--- src/rtl/parking_gate_arbiter.sv ---
// Single-lane parking gate arbiter: grants the shared lane to entry or exit,
// keeps a saturating occupancy count and flags timeouts and count errors.
module parking_gate_arbiter #(
    parameter int CAPACITY     = 25,
    parameter int OCC_W        = 5,
    parameter int TIMEOUT      = 500000000,
    parameter int CLEAR_CYCLES = 4
) (
    input  logic             CLOCK_50,
    input  logic             RESET,
    input  logic             ENTER_REQ,
    input  logic             EXIT_REQ,
    input  logic             ENTER,
    input  logic             EXIT,
    output logic             GRANT_IN,
    output logic             GRANT_OUT,
    output logic [OCC_W-1:0] OCCUPANCY,
    output logic             FULL,
    output logic             EMPTY,
    output logic             TIMEOUT_ERR,
    output logic             COUNT_ERR
);

    localparam int TMR_W = (TIMEOUT > 1) ? $clog2(TIMEOUT) : 1;
    localparam int CLR_W = (CLEAR_CYCLES > 1) ? $clog2(CLEAR_CYCLES) : 1;

    localparam logic [TMR_W-1:0] TMR_LAST = TMR_W'(TIMEOUT - 1);
    localparam logic [CLR_W-1:0] CLR_LAST = CLR_W'(CLEAR_CYCLES - 1);
    localparam logic [OCC_W-1:0] OCC_CAP  = OCC_W'(CAPACITY);

    localparam logic DIR_IN  = 1'b0;
    localparam logic DIR_OUT = 1'b1;

    typedef enum logic [1:0] {
        IDLE,
        GRANT_IN_S,
        GRANT_OUT_S,
        CLEAR
    } state_t;

    state_t           state;
    logic             last_dir;
    logic [TMR_W-1:0] grant_tmr;
    logic [CLR_W-1:0] clear_cnt;

    logic             eligible_in;
    logic             eligible_out;
    logic [OCC_W-1:0] occ_next;
    logic             count_err_next;

    // Saturating count step; returns {error, next_count}.
    function automatic logic [OCC_W:0] occ_step(input logic [OCC_W-1:0] occ,
                                                input logic             inc,
                                                input logic             dec);
        logic [OCC_W:0] res;
        res = {1'b0, occ};
        if (inc && !dec) begin
            if (occ == OCC_CAP) res = {1'b1, occ};
            else                res = {1'b0, occ + OCC_W'(1)};
        end else if (dec && !inc) begin
            if (occ == '0) res = {1'b1, occ};
            else           res = {1'b0, occ - OCC_W'(1)};
        end
        return res;
    endfunction

    assign eligible_in  = ENTER_REQ && !FULL;
    assign eligible_out = EXIT_REQ && !EMPTY;

    always_comb begin
        {count_err_next, occ_next} = occ_step(OCCUPANCY, ENTER, EXIT);
    end

    always_ff @(posedge CLOCK_50) begin
        if (RESET) begin
            state       <= IDLE;
            last_dir    <= DIR_OUT;
            grant_tmr   <= '0;
            clear_cnt   <= '0;
            OCCUPANCY   <= '0;
            FULL        <= 1'b0;
            EMPTY       <= 1'b1;
            GRANT_IN    <= 1'b0;
            GRANT_OUT   <= 1'b0;
            TIMEOUT_ERR <= 1'b0;
            COUNT_ERR   <= 1'b0;
        end else begin
            // Sensors reflect physical truth, so the count follows them in every state.
            OCCUPANCY   <= occ_next;
            FULL        <= (occ_next == OCC_CAP);
            EMPTY       <= (occ_next == '0);
            COUNT_ERR   <= count_err_next;
            TIMEOUT_ERR <= 1'b0;
            GRANT_IN    <= 1'b0;
            GRANT_OUT   <= 1'b0;

            case (state)
                IDLE: begin
                    grant_tmr <= '0;
                    clear_cnt <= '0;
                    if (eligible_in && (!eligible_out || last_dir == DIR_OUT)) begin
                        state    <= GRANT_IN_S;
                        GRANT_IN <= 1'b1;
                        last_dir <= DIR_IN;
                    end else if (eligible_out) begin
                        state     <= GRANT_OUT_S;
                        GRANT_OUT <= 1'b1;
                        last_dir  <= DIR_OUT;
                    end
                end

                GRANT_IN_S: begin
                    clear_cnt <= '0;
                    if (ENTER) begin
                        state <= CLEAR;
                    end else if (grant_tmr == TMR_LAST) begin
                        state       <= CLEAR;
                        TIMEOUT_ERR <= 1'b1;
                    end else begin
                        grant_tmr <= grant_tmr + TMR_W'(1);
                        GRANT_IN  <= 1'b1;
                    end
                end

                GRANT_OUT_S: begin
                    clear_cnt <= '0;
                    if (EXIT) begin
                        state <= CLEAR;
                    end else if (grant_tmr == TMR_LAST) begin
                        state       <= CLEAR;
                        TIMEOUT_ERR <= 1'b1;
                    end else begin
                        grant_tmr <= grant_tmr + TMR_W'(1);
                        GRANT_OUT <= 1'b1;
                    end
                end

                CLEAR: begin
                    if (clear_cnt == CLR_LAST) state <= IDLE;
                    else                       clear_cnt <= clear_cnt + CLR_W'(1);
                end

                default: state <= IDLE;
            endcase
        end
    end

endmodule

--- config.mk ---
export PLATFORM = sky130hd
export DESIGN_NAME = parking_gate_arbiter
export DESIGN_NICKNAME = d
export VERILOG_FILES = /design/src/rtl/parking_gate_arbiter.sv
export SDC_FILE = /design/constraint.sdc
export NUM_CORES = 1
export LEC_CHECK = 0
export ABC_CLOCK_PERIOD_IN_PS = 4500
export CAP_MARGIN = 20
export CORE_MARGIN = 3
export CORE_UTILIZATION = 40
export DETAILED_ROUTE_END_ITERATION = 7
export PLACE_DENSITY_LB_ADDON = 0.2
export RECOVER_POWER = 25
export SETUP_SLACK_MARGIN = 0.3
export SLEW_MARGIN = 30
export SYNTH_ARGS = -nofsm -noshare
export SYNTH_HDL_FRONTEND = slang
export SYNTH_SLANG_ARGS = --single-unit
--- constraint.sdc ---
create_clock -name CLOCK_50 -period 4.5 [get_ports CLOCK_50]
set_input_delay 0.9 -clock CLOCK_50 [delete_from_list [all_inputs] [get_ports CLOCK_50]]
set_output_delay 0.9 -clock CLOCK_50 [all_outputs]
set_load 0.02 [all_outputs]
==> results_dict.tcl <==
set metrics [dict create \
    status "complete, no violations" \
    crit_path_max_fanout 13 \
    dieArea_um2 7260 \
    async_flop_share_pct 0 \
    syn_nets 310 \
    hold_buffers 0 \
    reg2reg_depth 7 \
    reg2reg_from "state[0]" \
    fp.dieW_um 85.2 \
    rows 28 \
    port_buffers 16 \
    initial_core_util_pct 41.9 \
    synth_top_area_cell "dfxtp_1" \
    syn_area_um2 2510 \
    grt_pass1_wl_um 9170 \
    top_usage_layer "met1" \
    setup_slack_ns 1.47 \
    hp-class "reg -> reg" \
    antenna_found_initial 0 \
    reg2reg_to "grant_tmr[27]" \
    critPathCapture "grant_tmr[27]" \
    arrival_ns 3.23 \
    finalClockSkew_ns 0.0110 \
    synth_edf_count 0 \
    final_cells 382 \
    clk_latency_ns 0.31 \
    vias_per_cell 5.62 \
    final_net_count 321 \
    root_buffer "clkbuf_8" \
    synth_cell_types 56 \
    crit_type "in -> reg" \
    synth.avg_cell_area_um2 8.51 \
    worstMarginPinSlew_ns 0.700 \
    dp_hpwl_um 3790 \
    synthFlopType "dfxtp_1" \
    fmax_ghz 0.330 \
    drive_gt1_share_pct 6.84 \
    place_inst 374 \
    core_um2 5990 \
    rsz0062_at_grt "false" \
    cap_violations 0 \
    netlist.area_leader.share_pct 35.9 \
    period_needed_ns 3.03 \
    ys_top_cells_by_area "dfxtp_1 36%, xnor2_1 7.0%, nor2_1 5.2%" \
    post-place-ws_ns 1.14 \
    yosys_warnings 0 \
    drt_iter0_markers 131 \
    ctsResizeCount 0 \
    final_cell_mix "45 x dfxtp_1, 35 x nor2_1, 20 x xnor2_1" \
    htree_levels 2 \
    rrSetupSlack_ns 1.92 \
    gr-total-overflow 0 \
    cp-startpoint "EXIT" \
    grt_pass1_vias 1941 \
    grt_use_met1_pct 22.3 \
    grt_usage_pct 15.2 \
    diodes 0 \
    max-slew-margin-rel_pct 52.9 \
    cts_buffers 5 \
    drt_first_pass_iters 4 \
    path_clk_slew_ns 0.09 \
    cts_setup_buffers 0 \
    p_leak_nw 0.905 \
    ant_nets 0 \
    worstSetupEndpointType "flop" \
    startpoint_type "input pin" \
    use_met3_pct 3.50 \
    vias 2146 \
    ios 17 \
    period_share_pct 67.4 \
    drc 0 \
    clk_path_buf_depth 2 \
    tritoncts "yes" \
    grt_max_degree 24 \
    routabilityCongestion 0.806 \
    power.density_nw_per_um2 380 \
    fin_setup_tns_ns 0 \
    cts_sinks 45 \
    drv_slew 0 \
    hold_violations 0 \
    synth_seq_cells 45 \
    ys_seq_area_share_pct 35.9 \
    syn-instance-count 295 \
    wl_per_cell_um 13.7 \
    worstPathRequired_ns 4.69 \
    area_growth_pct 12.4 \
    finalSetupViolations 0 \
    layout_commonest_cell "dfxtp_1" \
    wl_um 5240 \
    die_y_um 85.2 \
    grt_use_met2_pct 22.3 \
    power_mw 1.07 \
    peakVddDrop_mv 0.200 \
]
-- cell type report --
| cell class | instances | area [um2] |
|---|---|---|
| Fill cell | 571 | 3170 |
| Multi-Input combinational cell | 225 | 1500 |
| Sequential cell | 45 | 901 |
| Timing Repair Buffer | 18 | 171 |
| Tap cell | 75 | 93.8 |
| Clock buffer | 5 | 68.8 |
| Clock inverter | 3 | 46.3 |
| Inverter | 11 | 41.3 |
-- logic make-up (layout without fill, tap and decap cells) --
kind of cell               count (synthesis)  count (layout)  synth area share [%]
adders and majority gates                  9               9                  4.49
DFF                                       45              45                  35.9
AOI/OAI and AO/OA                         51              51                  15.2
xor gates and xnor gates                  22              22                  7.68
and+or+nand+nor                          141             141                  31.7
buffers and inverters                     25              37                  4.24
muxes                                      2               2                 0.847
-- per-stage QoR --
stage	hold WS [ns]	cell area, um2	util, %
after global placement	0.450	2710	45.3
after floorplan	0.429	2510	-
after global routing	0.498	2820	47.1
after CTS	0.469	2830	47.2
after detailed placement	0.453	2710	45.3
final	0.467	2820	47.1
-- flip-flops by register name, summed over array words and instances (netlist names) --
name         cells
COUNT_ERR        1
EMPTY            1
FULL             1
GRANT_IN         1
GRANT_OUT        1
OCCUPANCY        5
TIMEOUT_ERR      1
clear_cnt        2
grant_tmr       29
last_dir         1
state            2
-- power by group --
| part | total [mW] | switching (mW) | internal (mW) |
|---|---|---|---|
| Clock | 0.313 | 0.146 | 0.166 |
| Sequential | 0.449 | 0.0254 | 0.423 |
| Combinational | 0.309 | 0.188 | 0.121 |
| Total | 1.07 | 0.360 | 0.711 |
-- synthesized netlist by cell type (all sizes together), types with 8 or more instances --
cell	n
nand3	13
nor2	35
nor3	11
nand4	9
ha	9
xnor2	20
dfxtp	45
nand2b	13
inv	11
nor4	11
clkbuf	8
nand2	17
a21oi	11
-- worst min path at each step --
stage                       from           end  slack [ns]  cells after the start
floorplan           grant_tmr[7]  grant_tmr[7]        0.43                      1
global placement    grant_tmr[7]  grant_tmr[7]        0.45                      1
detailed placement  grant_tmr[7]  grant_tmr[7]        0.45                      1
CTS                 grant_tmr[7]  grant_tmr[7]        0.47                      1
global route        grant_tmr[7]  grant_tmr[7]        0.50                      1
finish              grant_tmr[7]  grant_tmr[7]        0.47                      1
-- metal layers --
layer  share of wire, %  vias up
li1                   -     1102
met1                 53     1002
met2                 43       37
met3                3.3        5
met4                1.0        0
met5                  0        -
-- critical path, stage by stage --
cell and delay, ns:
dlygate4sd3_1 0.68, a221oi_2 0.50, nand3_1 0.47, nor4_1 0.46, xnor2_1 0.16, nor2_1 0.05
(Power assumes the default switching activity.)
